File: src/rtl/da_p2s.sv
// da_p2s: parallel-to-serial frame transmitter (cs_n / sclk / sdata, MSB first).
// A word is accepted on tx_vld & tx_rdy. The block then drives cs_n low,
// holds a setup half-period, clocks out the bits and waits GAP cycles
// before it accepts the next word.
// Build option: define DA_P2S_PARITY_EN to append an odd-parity bit after the LSB.
module da_p2s #(
    parameter int NBITS = 16,
    parameter int DIV   = 4,
    parameter int GAP   = 2
) (
    input  logic             clk_sys,
    input  logic             rst,
    input  logic [NBITS-1:0] tx_data,
    input  logic             tx_vld,
    output logic             tx_rdy,
    output logic             cs_n,
    output logic             sclk,
    output logic             sdata,
    output logic             tx_done
);

`ifdef DA_P2S_PARITY_EN
    localparam int FW = NBITS + 1;   // data bits plus the trailing parity bit
`else
    localparam int FW = NBITS;
`endif
    localparam int HW = $clog2(DIV) + 1;
    // Sized from the frame length so that the parity bit still fits when NBITS=1.
    localparam int BW = $clog2(FW) + 1;
    localparam int GW = $clog2(GAP) + 1;

    typedef enum logic [1:0] {S_IDLE, S_SETUP, S_SHIFT, S_GAP} state_t;

    state_t          state, state_nx;
    logic [HW-1:0]   hcnt, hcnt_nx;     // clk_sys cycles within the current half-period
    logic [BW-1:0]   bcnt, bcnt_nx;     // sclk rising edges issued in this frame
    logic [GW-1:0]   gcnt, gcnt_nx;     // cycles spent in the inter-frame gap
    logic [FW-1:0]   shreg, shreg_nx;   // outgoing bits; the MSB is the bit on the wire
    logic            cs_n_nx, sclk_nx, sdata_nx, tx_done_nx;

    assign tx_rdy = (state == S_IDLE);

    // State and registered outputs; reset aborts any frame without a tx_done.
    always_ff @(posedge clk_sys) begin
        if (rst) begin
            state   <= S_IDLE;
            hcnt    <= '0;
            bcnt    <= '0;
            gcnt    <= '0;
            shreg   <= '0;
            cs_n    <= 1'b1;
            sclk    <= 1'b0;
            sdata   <= 1'b0;
            tx_done <= 1'b0;
        end else begin
            state   <= state_nx;
            hcnt    <= hcnt_nx;
            bcnt    <= bcnt_nx;
            gcnt    <= gcnt_nx;
            shreg   <= shreg_nx;
            cs_n    <= cs_n_nx;
            sclk    <= sclk_nx;
            sdata   <= sdata_nx;
            tx_done <= tx_done_nx;
        end
    end

    // Next-state and next-output decode; the registers hold unless a state changes them.
    always_comb begin
        state_nx   = state;
        hcnt_nx    = hcnt;
        bcnt_nx    = bcnt;
        gcnt_nx    = gcnt;
        shreg_nx   = shreg;
        cs_n_nx    = cs_n;
        sclk_nx    = sclk;
        sdata_nx   = sdata;
        tx_done_nx = 1'b0;
        case (state)
            S_IDLE: begin
                cs_n_nx  = 1'b1;
                sclk_nx  = 1'b0;
                sdata_nx = 1'b0;
                if (tx_vld) begin
`ifdef DA_P2S_PARITY_EN
                    shreg_nx = {tx_data, ~^tx_data};
`else
                    shreg_nx = tx_data;
`endif
                    hcnt_nx  = '0;
                    bcnt_nx  = '0;
                    cs_n_nx  = 1'b0;
                    sdata_nx = tx_data[NBITS-1];
                    state_nx = S_SETUP;
                end
            end
            S_SETUP: begin
                hcnt_nx = hcnt + 1'b1;
                // End of the setup half-period: issue the first rising edge.
                if (hcnt == HW'(DIV - 1)) begin
                    hcnt_nx  = '0;
                    sclk_nx  = 1'b1;
                    bcnt_nx  = bcnt + 1'b1;
                    state_nx = S_SHIFT;
                end
            end
            S_SHIFT: begin
                hcnt_nx = hcnt + 1'b1;
                if (hcnt == HW'(DIV - 1)) begin
                    hcnt_nx = '0;
                    if (sclk) begin
                        // Falling edge: move the next bit onto the wire.
                        sclk_nx  = 1'b0;
                        shreg_nx = shreg << 1;
                        sdata_nx = shreg_nx[FW-1];
                    end else if (bcnt == BW'(FW)) begin
                        // Low phase after the last bit is over: close the frame.
                        cs_n_nx    = 1'b1;
                        sdata_nx   = 1'b0;
                        tx_done_nx = 1'b1;
                        gcnt_nx    = '0;
                        state_nx   = S_GAP;
                    end else begin
                        sclk_nx = 1'b1;
                        bcnt_nx = bcnt + 1'b1;
                    end
                end
            end
            S_GAP: begin
                gcnt_nx = gcnt + 1'b1;
                if (gcnt == GW'(GAP - 1))
                    state_nx = S_IDLE;
            end
            default: state_nx = S_IDLE;
        endcase
    end

endmodule
File: config.mk
export PLATFORM = sky130hd
export DESIGN_NAME = da_p2s
export DESIGN_NICKNAME = d
export VERILOG_FILES = /design/src/rtl/da_p2s.sv
export SDC_FILE = /design/constraint.sdc
export NUM_CORES = 1
export LEC_CHECK = 0
export CAP_MARGIN = 20
export CORE_MARGIN = 2
export CORE_UTILIZATION = 47
export CTS_BUF_LIST = sky130_fd_sc_hd__clkbuf_2 sky130_fd_sc_hd__clkbuf_4 sky130_fd_sc_hd__clkbuf_8
export DETAILED_ROUTE_END_ITERATION = 10
export PLACE_DENSITY = 0.73
export SLEW_MARGIN = 5
export SYNTH_ARGS = -nofsm -noshare
export SYNTH_HDL_FRONTEND = slang
export SYNTH_SLANG_ARGS = --single-unit
File: constraint.sdc
create_clock -name clk_sys -period 4.25 [get_ports clk_sys]
set_input_delay 0.85 -clock clk_sys [delete_from_list [all_inputs] [get_ports clk_sys]]
set_output_delay 0.85 -clock clk_sys [all_outputs]
set_load 0.1 [all_outputs]
**Word-level counts from Yosys, hierarchy flattened**

Index checks and enable logic that the tools add are counted.

- Flip-flop bits (word level): 31
- Bits of input ports: 19
- Output and inout bits: 5
- Word-level logic and storage cells: 84

- $add $sub $neg: 3
- Equality and inequality tests: 15
- Multiplexer cells: 40
- Bitwise gates (word level): 2
- Reduce and logical (&&, ||, !) cells: 15

Operators by type and width:

| operator | count |
|---|---|
| $mux 15 | 3 |
| $pmux 15 s2 | 1 |
| $mux 5 | 5 |
| $mux 2 | 9 |
| $ne 2x2->1 const B | 8 |
| $pmux 5 s3 | 1 |
| $mux 1 | 13 |
| $reduce_and 4->1 | 3 |
| $reduce_and 6->1 | 2 |
| $pmux 2 s4 | 1 |
| $mux 3 | 2 |
| $pmux 3 s2 | 1 |
| $reduce_and 3->1 | 2 |
| $reduce_bool 2->1 | 3 |
| $add 5x1->5 const B | 1 |
| $eq 5x5->1 const B | 1 |
| $eq 2x1->1 const B | 2 |
| $eq 2x2->1 const B | 2 |
| $pmux 1 s2 | 2 |
| $pmux 2 s2 | 1 |
| $reduce_or 4->1 | 1 |
| $add 3x1->3 const B | 1 |
| $eq 3x2->1 const B | 1 |
| $ne 3x3->1 const B | 1 |
| other kinds (7) | 8 |

**Logic depth before layout (Yosys ltp)**

- Depth in word-level cells: 5
- Depth in mapped cells: 8
- Mapped depth without buffers: 7

**Worst setup path after synthesis**

OpenSTA, ideal clock, no wires.

- Path type: register -> register
- Start point: reg state[0]
- End point: reg shreg[10]
- Library setup time: 0.086 ns
- Data arrival time: 2.256 ns
- Required time: 4.164 ns
- Slack: 1.908 ns
- Cell stages (with the launch flop): 9
- Period minus slack after synthesis: 2.342 ns
- Cell sequence: dfxtp_1 -> inv_1 -> ha_1 -> or2b_2 -> nand2_1 -> a21oi_1 -> buf_2 -> buf_2 -> a211oi_1

- Cells in the longest elaborated chain, start to end: 3
- Elaborated cells between the ends (all ways): 8
- Classes of those cells: 4 x eq/ne; 1 x mux; 3 x reduce/logical

Ends and longest elaborated chain:

| element | RTL line | source |
|---|---|---|
| start: declaration | 34 | `state_t state, state_nx;` |
| start signal: assignment | 56 | `state <= state_nx;` |
| $logic_not 2->1 * | -- |  |
| via tx_rdy | 15 | `output logic tx_rdy,` |
| $ne 2x2->1 (no line) or $reduce_bool 2->1 (tied branches) | -- |  |
| $reduce_and 4->1 (no line) | -- |  |
| end signal: assignment | 60 | `shreg <= shreg_nx;` |
| end: declaration | 38 | `logic [FW-1:0] shreg, shreg_nx;` |

Mark *: on every way through the listed nets, which the timed path passes. The rest lies on a longest branch.
A chain may end at the register's enable or synchronous reset.

**Worst setup path after layout**

- Start point: reg state[0]
- End point: out tx_rdy

- Cells in the longest elaborated chain, start to end: 1

Ends and longest elaborated chain:

| element | RTL line | source |
|---|---|---|
| $logic_not 2->1 | 41 | `assign tx_rdy = (state == S_IDLE);` |
| end: declaration | 15 |  |

Every way passes these cells.

==> impl_metrics.ini <==
[power]
p_leak_uw = 0.000688
powerDensity_nw_per_um2 = 689
ir_drop_mv = 0.349

[cells_and_area]
area_growth_pct = 21.0
layout_commonest_cell = dfxtp_1
layout_common_cells = dfxtp_1 (31), nor2_1 (25), clkdlybuf4s50_1 (23), mux2i_1 (16), a211oi_1 (15)
fillers = 304
drive_above_1_share = 0.0800
nets = 226
diodes = 0

[synthesis]
synth_cell_types = 37
async_reset_ff_frac = 0
ys.flop_type = dfxtp_1
seq_area_frac_synth = 0.398
yosysTopAreaCellShare = 0.398
syn-num-nets = 203
ys_ff_latch = 31
netlist_top_cells_area = dfxtp_1 (40%), mux2i_1 (10%), a211oi_1 (7.2%)
yosys_warnings = 0
synth_largest_area_cell = dfxtp_1
synth_cells = 176
synth_area_um2 = 1560
syn-mean-instance-area_um2 = 8.87
synth_edf_count = 0

[setup_path]
max_stage_delay_ns = 1.16
cp_max_fo = 6
path_buf_inv = 2
critical-path-top-delay-family = buffers and inverters
rrSetupSlack_ns = 2.06
cp-end-kind = output port
required_ns = 3.40
cp-start-kind = flop
rr_endpoint = shreg[10]
cp_slowest_cell = clkdlybuf4s50_1
cp.arrival_ns = 2.19
reg2reg_depth = 9
critical_path_class = flop to output port
crit_chain = inv_1 -> ha_1 -> clkdlybuf4s50_1
rr_startpoint = state[0]

[sta]
rsz0062_at_grt = no
fin_skew_ns = 0.00424
worst_pin_slew_ns = 0.994
fin_hold_ws_ns = 0.476
slew_headroom = 0.335
hold_viol = 0
drv_slew = 0
period_minus_slack_ns = 3.04
finalSetupViolCount = 0
timing.setup.tns_ns = 0
max_freq_mhz = 329
finalCritPeriodShare = 0.715

[grt]
grtUsageTotal = 0.188
grt_overflow = 0
grt_max_degree = 30
grt_pass1_wl_um = 5200
grt_pass1_vias = 1179
antenna_found_initial = 0

[route]
via_count = 1294
drc_errors = 0
viasPerCell = 5.30
wl_per_cell_um = 12.8
drt-total-wl_um = 3120
first_pass_iters = 4
drt_iter0_markers = 65
ant_nets = 0

[clock_tree]
postCtsSetupBuffers = 0
clk_pin_slew_ns = 0.09
htreeDepth = 2
clock_sinks = 31
clk_latency_ns = 0.33
cts_root_buf = clkbuf_4
cts_buffer_depth = 2
cts_resized = 0
cts_buffers = 5
cts_hold_buf = 0
cts_tree = built

[min_path]
worstHoldStart = gcnt[0]
hold_path_depth = 2
hold_class = flop to flop
hold_path_end = gcnt[0]

[flow_run]
cap_violations = 0

[die]
start_util = 0.503
core_um2 = 3100
die_y_um = 61.6
ios = 24
row_count = 20
die-area_um2 = 3800
die_w_um = 61.6

[place]
routabilityCongestion = 0.785
port_buffers = 23
place_hpwl_um = 2270

[run_status]
status = complete, no violations
[cells in the mapped netlist, types with 2 or more instances]
cell type / number
buf_2: 6
nor2b_1: 2
nor3b_1: 2
inv_1: 8
o21ai_1: 2
a32oi_1: 3
nand3_1: 4
ha_1: 8
nor2_1: 25
o21ai_0: 4
mux2i_1: 16
clkbuf_1: 4
a21oi_1: 11
dfxtp_1: 31
nand2_1: 9
a211oi_1: 15
nand2b_1: 4
nor3_1: 2
o21bai_1: 2
[through the flow]
stage	total power (uW)	cell area (um2)	worst slack, ns	utilization	std cells
after floorplan	989	1560	1.91	-	176
after global placement	1090	1820	1.51	0.586	235
after detailed placement	1120	1820	1.41	0.586	235
after CTS	1290	1880	1.20	0.605	243
after global routing	1400	1890	1.14	0.608	244
final	1300	1890	1.21	0.608	244
[state kept, by name (all words and copies together), names as in the netlist]
signal and flops:
tx_done 1, bcnt 5, shreg 15, gcnt 2, state 2, sclk 1, sdata 1, cs_n 1
hcnt 3
[tightest hold or removal path, delay by kind of cell, from the launching register on]
family / cells / cell delay, ns
AOI/OAI and AO/OA: 1 / 0.05
and+or+nand+nor: 1 / 0.06
DFF: 1 / 0.33
[layer usage]
metal,share of wire,GRT usage,up-vias
met1,0.46,0.234,592
met4,0.013,0.0729,0
met2,0.49,0.314,25
met3,0.036,0.0441,2
met5,0,0,-
li1,-,-,675
[worst max path at each step]
stage	startpoint	to	cells past startpoint
CTS	state[0]	tx_rdy	3
finish	state[0]	tx_rdy	3
global placement	tx_vld	shreg[7]	6
global route	state[0]	tx_rdy	3
detailed placement	tx_vld	shreg[4]	6
floorplan	state[0]	shreg[10]	8
[cell families after synthesis]
group	share of synthesized area
compound gates	0.186
fa+ha+maj	0.0642
flops	0.398
mux	0.110
simple gates	0.194
buf+inv	0.0481
[power breakdown]
group          switching [uW]  internal, uW  total (uW)
registers                47.6           372         419
logic                     435           272         707
clock network            97.3          77.1         174
total                     580           721        1300
[final cells by class]
type | instances | area (um2) | share of cell area
clock inverters | 1 | 5.00 | 0.00265
repair buffers | 26 | 256 | 0.136
inverters | 8 | 30.0 | 0.0159
clock buffers | 7 | 52.6 | 0.0278
multi-input cells | 127 | 868 | 0.460
well taps | 44 | 55.1 | 0.0292
flip-flops and latches | 31 | 621 | 0.329
Power figures use the tool's default switching activity.
